==> config.mk <==
export PLATFORM = sky130hd
export DESIGN_NAME = icache_dm
export DESIGN_NICKNAME = d
export VERILOG_FILES = /design/src/rtl/icache_pkg.sv /design/src/rtl/icache_array.sv /design/src/rtl/icache_dm.sv
export SDC_FILE = /design/constraint.sdc
export NUM_CORES = 2
export LEC_CHECK = 0
export ABC_CLOCK_PERIOD_IN_PS = 9700
export CAP_MARGIN = 10
export CELL_PAD_IN_SITES_DETAIL_PLACEMENT = 1
export CELL_PAD_IN_SITES_GLOBAL_PLACEMENT = 1
export CORE_MARGIN = 4
export CORE_UTILIZATION = 40
export CTS_CLUSTER_SIZE = 8
export DETAILED_ROUTE_END_ITERATION = 8
export PLACE_DENSITY_LB_ADDON = 0.1
export SETUP_SLACK_MARGIN = 0.02
export SLEW_MARGIN = 10
export SYNTH_ARGS = -nofsm -noshare
export SYNTH_HDL_FRONTEND = slang
export SYNTH_HIERARCHICAL = 1
export SYNTH_SLANG_ARGS = --single-unit
==> constraint.sdc <==
create_clock -name clk -period 9.7 [get_ports clk]
set_clock_uncertainty 0.1 [all_clocks]
set_input_delay 1.94 -clock clk [delete_from_list [all_inputs] [get_ports clk]]
set_output_delay 1.94 -clock clk [all_outputs]
set_load 0.02 [all_outputs]
==> src/rtl/icache_pkg.sv <==
// Shared types and address-field sizing for the direct-mapped instruction cache.
// Field widths are derived from the LINES/WORDS parameters through the helpers below.
package icache_pkg;

    typedef enum logic [1:0] {LOOKUP, REQ, FILL, RESP} state_e;

    localparam int ADDR_W = 32;
    localparam int DATA_W = 32;
    localparam int OFF_W  = 2;

    function automatic int idx_w(input int n);
        return (n > 1) ? $clog2(n) : 1;
    endfunction

    function automatic int tag_w(input int lines, input int words);
        return ADDR_W - OFF_W - idx_w(lines) - idx_w(words);
    endfunction

    function automatic int beat_w(input int words);
        return idx_w(words);
    endfunction

endpackage

==> src/rtl/icache_array.sv <==
// Tag/valid/data storage: one synchronous write port, one combinational read port.
// Valid bits reset and flash-clear; a valid-setting write wins over a same-cycle clear.
module icache_array
    import icache_pkg::*;
#(
    parameter int LINES = 16,
    parameter int WORDS = 4
) (
    input  logic                          clk_i,
    input  logic                          rst_ni,
    input  logic                          inv_i,
    input  logic                          we_i,
    input  logic                          set_valid_i,
    input  logic [idx_w(LINES)-1:0]       wr_line_i,
    input  logic [idx_w(WORDS)-1:0]       wr_word_i,
    input  logic [DATA_W-1:0]             wr_data_i,
    input  logic [tag_w(LINES,WORDS)-1:0] wr_tag_i,
    input  logic [idx_w(LINES)-1:0]       rd_line_i,
    input  logic [idx_w(WORDS)-1:0]       rd_word_i,
    output logic                          rd_valid_o,
    output logic [tag_w(LINES,WORDS)-1:0] rd_tag_o,
    output logic [DATA_W-1:0]             rd_data_o
);

    localparam int TAG_W = tag_w(LINES, WORDS);

    logic [LINES-1:0]  valid_q;
    logic [TAG_W-1:0]  tag_q  [LINES];
    logic [DATA_W-1:0] data_q [LINES*WORDS];

    always_ff @(posedge clk_i or negedge rst_ni) begin
        if (!rst_ni) begin
            valid_q <= '0;
        end else begin
            if (inv_i)
                valid_q <= '0;
            if (we_i && set_valid_i)
                valid_q[wr_line_i] <= 1'b1;
        end
    end

    always_ff @(posedge clk_i) begin
        if (we_i)
            data_q[{wr_line_i, wr_word_i}] <= wr_data_i;
        if (we_i && set_valid_i)
            tag_q[wr_line_i] <= wr_tag_i;
    end

    assign rd_valid_o = valid_q[rd_line_i];
    assign rd_tag_o   = tag_q[rd_line_i];
    assign rd_data_o  = data_q[{rd_line_i, rd_word_i}];

endmodule

==> src/rtl/icache_dm.sv <==
// Direct-mapped instruction cache with single-request line refill.
// Define ICACHE_STATS_EN to add hit_count / miss_count outputs.
module icache_dm
    import icache_pkg::*;
#(
    parameter int LINES = 16,
    parameter int WORDS = 4
) (
    input  logic        clk,
    input  logic        reset,
    input  logic [31:0] icache_addr,
    input  logic        icache_re,
    output logic [31:0] icache_dout,
    output logic        stall_i,
    input  logic        invalidate,
    output logic        mem_req_valid,
    input  logic        mem_req_ready,
    output logic [31:0] mem_req_addr,
    input  logic        mem_resp_valid,
    input  logic [31:0] mem_resp_data
`ifdef ICACHE_STATS_EN
    ,
    output logic [31:0] hit_count,
    output logic [31:0] miss_count
`endif
);

    localparam int LIDX_W = idx_w(LINES);
    localparam int WIDX_W = idx_w(WORDS);
    localparam int TAG_W  = tag_w(LINES, WORDS);
    localparam int BEAT_W = beat_w(WORDS);
    localparam int LSB_W  = OFF_W + WIDX_W;
    localparam logic [BEAT_W-1:0] LAST_BEAT = BEAT_W'(WORDS - 1);

    state_e              state_q, state_d;
    logic [ADDR_W-1:0]   req_addr_q, req_addr_d;
    logic                pend_q, pend_d;
    logic [DATA_W-1:0]   dout_q, dout_d;
    logic [ADDR_W-1:0]   maddr_q, maddr_d;
    logic [BEAT_W-1:0]   beat_q, beat_d;

    logic [WIDX_W-1:0]   req_word;
    logic [LIDX_W-1:0]   req_line;
    logic [TAG_W-1:0]    req_tag;
    logic                rd_valid;
    logic [TAG_W-1:0]    rd_tag;
    logic [DATA_W-1:0]   rd_data;
    logic                hit, we, set_valid, lookup_hit, lookup_miss;

    assign req_word = req_addr_q[OFF_W +: WIDX_W];
    assign req_line = req_addr_q[LSB_W +: LIDX_W];
    assign req_tag  = req_addr_q[ADDR_W-1 -: TAG_W];
    assign hit      = pend_q && rd_valid && (rd_tag == req_tag);

    icache_array #(.LINES(LINES), .WORDS(WORDS)) u_array (
        .clk_i       (clk),
        .rst_ni      (reset),
        .inv_i       (invalidate),
        .we_i        (we),
        .set_valid_i (set_valid),
        .wr_line_i   (req_line),
        .wr_word_i   (beat_q),
        .wr_data_i   (mem_resp_data),
        .wr_tag_i    (req_tag),
        .rd_line_i   (req_line),
        .rd_word_i   (req_word),
        .rd_valid_o  (rd_valid),
        .rd_tag_o    (rd_tag),
        .rd_data_o   (rd_data)
    );

    always_comb begin
        state_d       = state_q;
        req_addr_d    = req_addr_q;
        pend_d        = pend_q;
        dout_d        = dout_q;
        maddr_d       = maddr_q;
        beat_d        = beat_q;
        icache_dout   = dout_q;
        stall_i       = 1'b0;
        mem_req_valid = 1'b0;
        we            = 1'b0;
        set_valid     = 1'b0;
        lookup_hit    = 1'b0;
        lookup_miss   = 1'b0;
        case (state_q)
            LOOKUP: if (pend_q) begin
                if (hit) begin
                    icache_dout = rd_data;
                    dout_d      = rd_data;
                    pend_d      = 1'b0;
                    lookup_hit  = 1'b1;
                end else begin
                    stall_i     = 1'b1;
                    lookup_miss = 1'b1;
                    maddr_d     = {req_addr_q[ADDR_W-1:LSB_W], {LSB_W{1'b0}}};
                    beat_d      = '0;
                    state_d     = REQ;
                end
            end
            REQ: begin
                stall_i       = 1'b1;
                mem_req_valid = 1'b1;
                if (mem_req_ready)
                    state_d = FILL;
            end
            FILL: begin
                stall_i = 1'b1;
                if (mem_resp_valid) begin
                    we     = 1'b1;
                    beat_d = beat_q + 1'b1;
                    if (beat_q == LAST_BEAT) begin
                        set_valid = 1'b1;
                        state_d   = RESP;
                    end
                end
            end
            RESP: begin
                icache_dout = rd_data;
                dout_d      = rd_data;
                pend_d      = 1'b0;
                state_d     = LOOKUP;
            end
            default: state_d = LOOKUP;
        endcase
        // A new fetch may be accepted in the same cycle an older one completes.
        if (icache_re && !stall_i) begin
            req_addr_d = icache_addr;
            pend_d     = 1'b1;
        end
    end

    always_ff @(posedge clk or negedge reset) begin
        if (!reset) begin
            state_q    <= LOOKUP;
            req_addr_q <= '0;
            pend_q     <= 1'b0;
            dout_q     <= '0;
            maddr_q    <= '0;
            beat_q     <= '0;
        end else begin
            state_q    <= state_d;
            req_addr_q <= req_addr_d;
            pend_q     <= pend_d;
            dout_q     <= dout_d;
            maddr_q    <= maddr_d;
            beat_q     <= beat_d;
        end
    end

    assign mem_req_addr = maddr_q;

`ifdef ICACHE_STATS_EN
    logic [31:0] hit_cnt_q, miss_cnt_q;

    always_ff @(posedge clk or negedge reset) begin
        if (!reset) begin
            hit_cnt_q  <= '0;
            miss_cnt_q <= '0;
        end else begin
            if (lookup_hit)
                hit_cnt_q <= hit_cnt_q + 32'd1;
            if (lookup_miss)
                miss_cnt_q <= miss_cnt_q + 32'd1;
        end
    end

    assign hit_count  = hit_cnt_q;
    assign miss_count = miss_cnt_q;
`else
    logic unused_stats;
    assign unused_stats = lookup_hit ^ lookup_miss;
`endif

endmodule

==> results.tsv <==
stage	metric	value	unit
run_status	run status	finished, final reports clean	
sta	final count of hold timing violations	0	
drt	Post-Route WL	278	mm
grt	largest net degree at the start of global routing	85	
sta	final worst path period share	0.859	
sta	Tmin final	8.34	ns
grt	gr usage total	0.221	
placed_design	GPL Wtd Cong	0.747	
clock_tree	hold-fix buffers at CTS	0	
drt	Detail Route Antenna Nets	0	
sta	Slew Limit Fails	0	
pwr	VDD IR max	0.225	mV
floorplanning	Cell Rows	181	
pwr	Final Total Pwr	0.0347	W
clock_tree	worst skew pair latency	0.94	ns
drt	DR pass1 iterations	7	
final_layout	share of cells above drive strength 1	0.287	
final_layout	layout net count	4893	
pwr	Pwr Density	305	nW/um^2
synthesis	post-synth design cell area	97900	um^2
job	max_cap viols	0	
placed_design	placed insts	7649	
final_layout	Finished Layout Cells	8129	
critical_path	startpoint types	register	
floorplanning	IO Pins	136	
critical_path	crit-path cells	buf_12, mux4_2, mux4_2, xor2_1, nor4_2, nand4_1, nor3_4, buf_4, a22oi_1, o221ai_1, clkdlybuf4s50_1	
drt	Residual DRC	0	
clock_tree	CTS Buffer Depth	4	
placed_design	post-DP HPWL	148	mm
floorplanning	die width	503	um
drt	vias per cell	5.82	
synthesis	EDFF count, synth	2432	
final_layout	Area growth syn-to-layout	16.5	%
synthesis	FFs w/ async S/R, synth	0.0436	
critical_path	WP data required	7.66	ns
synthesis	post-synthesis cell type count	50	
floorplanning	DIE AREA	253000	um^2
clock_tree	Worst-path clk slew	0.05	ns
critical_path	Max FO, Critical Path	38	
sta	Worst Slack Setup Final	1.36	ns
clock_tree	post-CTS setup buffers	0	
sta	Setup TNS	0	ns
floorplanning	Die Y	503	um
synthesis	number of synthesized register bits	2543	
sta	final setup fails	0	
synthesis	post-synthesis cell count	4367	
critical_path	crit-path max cell delay	0.92	ns
grt	antenna violations before repair	15	
sta	Min Hold Slack	0.374	ns
critical_path	r2r startpoint	req_addr_q[4]$_DFFE_PN0P_	
clock_tree	Root Driver	clkbuf_16	
clock_tree	TritonCTS buffer count	368	
critical_path	Worst Path Arrival	6.30	ns
critical_path	kind of critical path	register to output port	
grt	vias in the first global route	50400	
critical_path	CP most frequent cell	mux4_2	
placed_design	Place WS	2.07	ns
clock_tree	clock sink count	2543	
sta	f_max	120	MHz
placed_design	Port-buffer cells	129	
worst_hold_path	hold wc startpoint	u_array/valid_q[15]$_DFF_PN0_	
sta	worst slew pin tran	1.17	ns
floorplanning	initial core utilization	0.402	
grt	GR Overflow Total	0	
worst_hold_path	Min-Delay Path Class	register to register	
drt	Iteration-0 DRC Markers	4705	
synthesis	register area share after synthesis	0.774	
synthesis	Post-synth top flop	edfxtp_1	
floorplanning	CORE AREA	243000	um^2
drt	routed wire length per instance	34.2	um
drt	vias post-DR	47300	
clock_tree	post-cts resize count	0	
pwr	Lkg Pwr	36.3	nW
critical_path	CP Launch Point	req_addr_q[4]$_DFFE_PN0P_	
sta	relative slew slack	0.218	
critical_path	endpoint class of the critical path	output port	
sta	RSZ-0062 raised after global routing	no	
synthesis	Ys Warns	6	
clock_tree	CTS tree	done	
synthesis	Avg Inst Size Synth	22.4	um^2
critical_path	Crit-path slowest cell	dfrtp_4	
clock_tree	H-tree depth	5	
grt	first-pass GRT wire length	392	mm
-- per-stage QoR --
stage	area, um^2	utilization
final	114000	0.468
after global routing	114000	0.468
after CTS	114000	0.468
after detailed placement	104000	0.428
after global placement	104000	0.428
after floorplan	97900	-
-- worst paths after layout --
path	end	slack, ns	cells after the start
worst min register to register	u_array/valid_q[15]$_DFF_PN0_	0.37	1
min in group asynchronous	req_addr_q[20]$_DFFE_PN0P_	0.86	1
worst max register to register	req_addr_q[10]$_DFFE_PN0P_	3.82	11
worst min-delay path	u_array/valid_q[15]$_DFF_PN0_	0.37	1
worst max-delay path	icache_dout[19]	1.36	11
max in group asynchronous	req_addr_q[2]$_DFFE_PN0P_	7.27	2
-- cells in the mapped netlist (24+ instances only) --
master | number | area share
a21oi_1 | 48 | 0.0025
a221oi_1 | 24 | 0.0021
a22oi_1 | 120 | 0.0092
buf_1 | 32 | 0.0012
buf_2 | 69 | 0.0035
buf_4 | 43 | 0.0033
clkbuf_1 | 92 | 0.0035
dfrtp_1 | 111 | 0.028
edfxtp_1 | 2432 | 0.75
mux2_1 | 30 | 0.0035
mux2_2 | 38 | 0.0044
mux2i_1 | 144 | 0.015
mux4_2 | 632 | 0.15
nand2_1 | 87 | 0.0033
nor2_1 | 124 | 0.0048
nor2b_1 | 25 | 0.0016
nor3_1 | 48 | 0.0025
o221ai_1 | 34 | 0.0030
o22ai_1 | 28 | 0.0018
-- where the power goes --
group	internal, W	switching (W)
clock network	0.00686	0.00439
logic	0.00416	0.00611
registers	0.0126	0.000602
-- cells by family (layout without fill, tap and decap cells) --
group,count (synthesis),after routing,synth area share
flops,2543,2543,0.774
other cells,1,11,0.0000383
mux,844,844,0.168
xor+xnor,24,24,0.00215
simple gates,329,329,0.0152
fa+ha+maj,6,6,0.000767
compound gates,352,352,0.0253
buf+inv,268,818,0.0141
-- flip-flops by register name, summed over array words and instances (netlist names) --
register	flops
state_q	2
req_addr_q	30
u_array/valid_q	16
dout_q	32
mem_req_addr	28
beat_q	2
u_array/data_q	2048
u_array/tag_q	384
pend_q	1
-- routing by layer --
metal  vias to the layer above  global-route usage  part of all wire
met5                         -                   0                 0
met4                         0              0.0580             0.026
met3                       392              0.0334             0.053
met2                      1385               0.365              0.50
met1                     26200               0.307              0.42
li1                      19300                   -                 -
-- worst max-delay path, delay by kind of cell (launching register included) --
family / cells / cell delay, ns
multiplexers: 2 / 1.05
flip-flops: 1 / 0.92
AND/OR/NAND/NOR: 3 / 1.13
XOR/XNOR: 1 / 0.19
buffers and inverters: 3 / 1.57
AO/OA/AOI/OAI: 2 / 0.39
-- area by class of cell --
class | instances | area, um^2
timing repair buffer | 330 | 2830
inverter | 15 | 56.3
clock inverter | 11 | 154
multi-input combinational | 1559 | 21500
fill | 21600 | 129000
antenna | 7 | 17.5
tap | 3202 | 4010
clock buffer | 462 | 9660
sequential | 2543 | 75800
-- cells in the final DEF, fill, tap and decap left out, types with 6 or more instances in the layout --
cell / count
buf_12: 15
buf_4: 186
inv_1: 15
o221ai_1: 34
clkbuf_16: 372
o21ai_0: 23
edfxtp_1: 2432
nand2_1: 87
dfrtp_1: 105
buf_2: 32
clkbuf_1: 89
nand2b_1: 11
o21ai_1: 19
nor2b_1: 22
a211oi_1: 13
nor2_1: 49
nor2_4: 73
mux2_2: 38
mux2i_1: 144
nor4_1: 7
o22ai_1: 28
clkdlybuf4s50_1: 96
nor3_2: 7
diode_2: 7
nor3_1: 41
dfrtp_4: 6
mux2_1: 30
mux4_2: 632
a221oi_2: 17
xor2_1: 22
a21o_1: 17
o31ai_1: 9
a22oi_1: 120
a21oi_1: 48
a221oi_1: 7
Power figures use the tool's default switching activity.
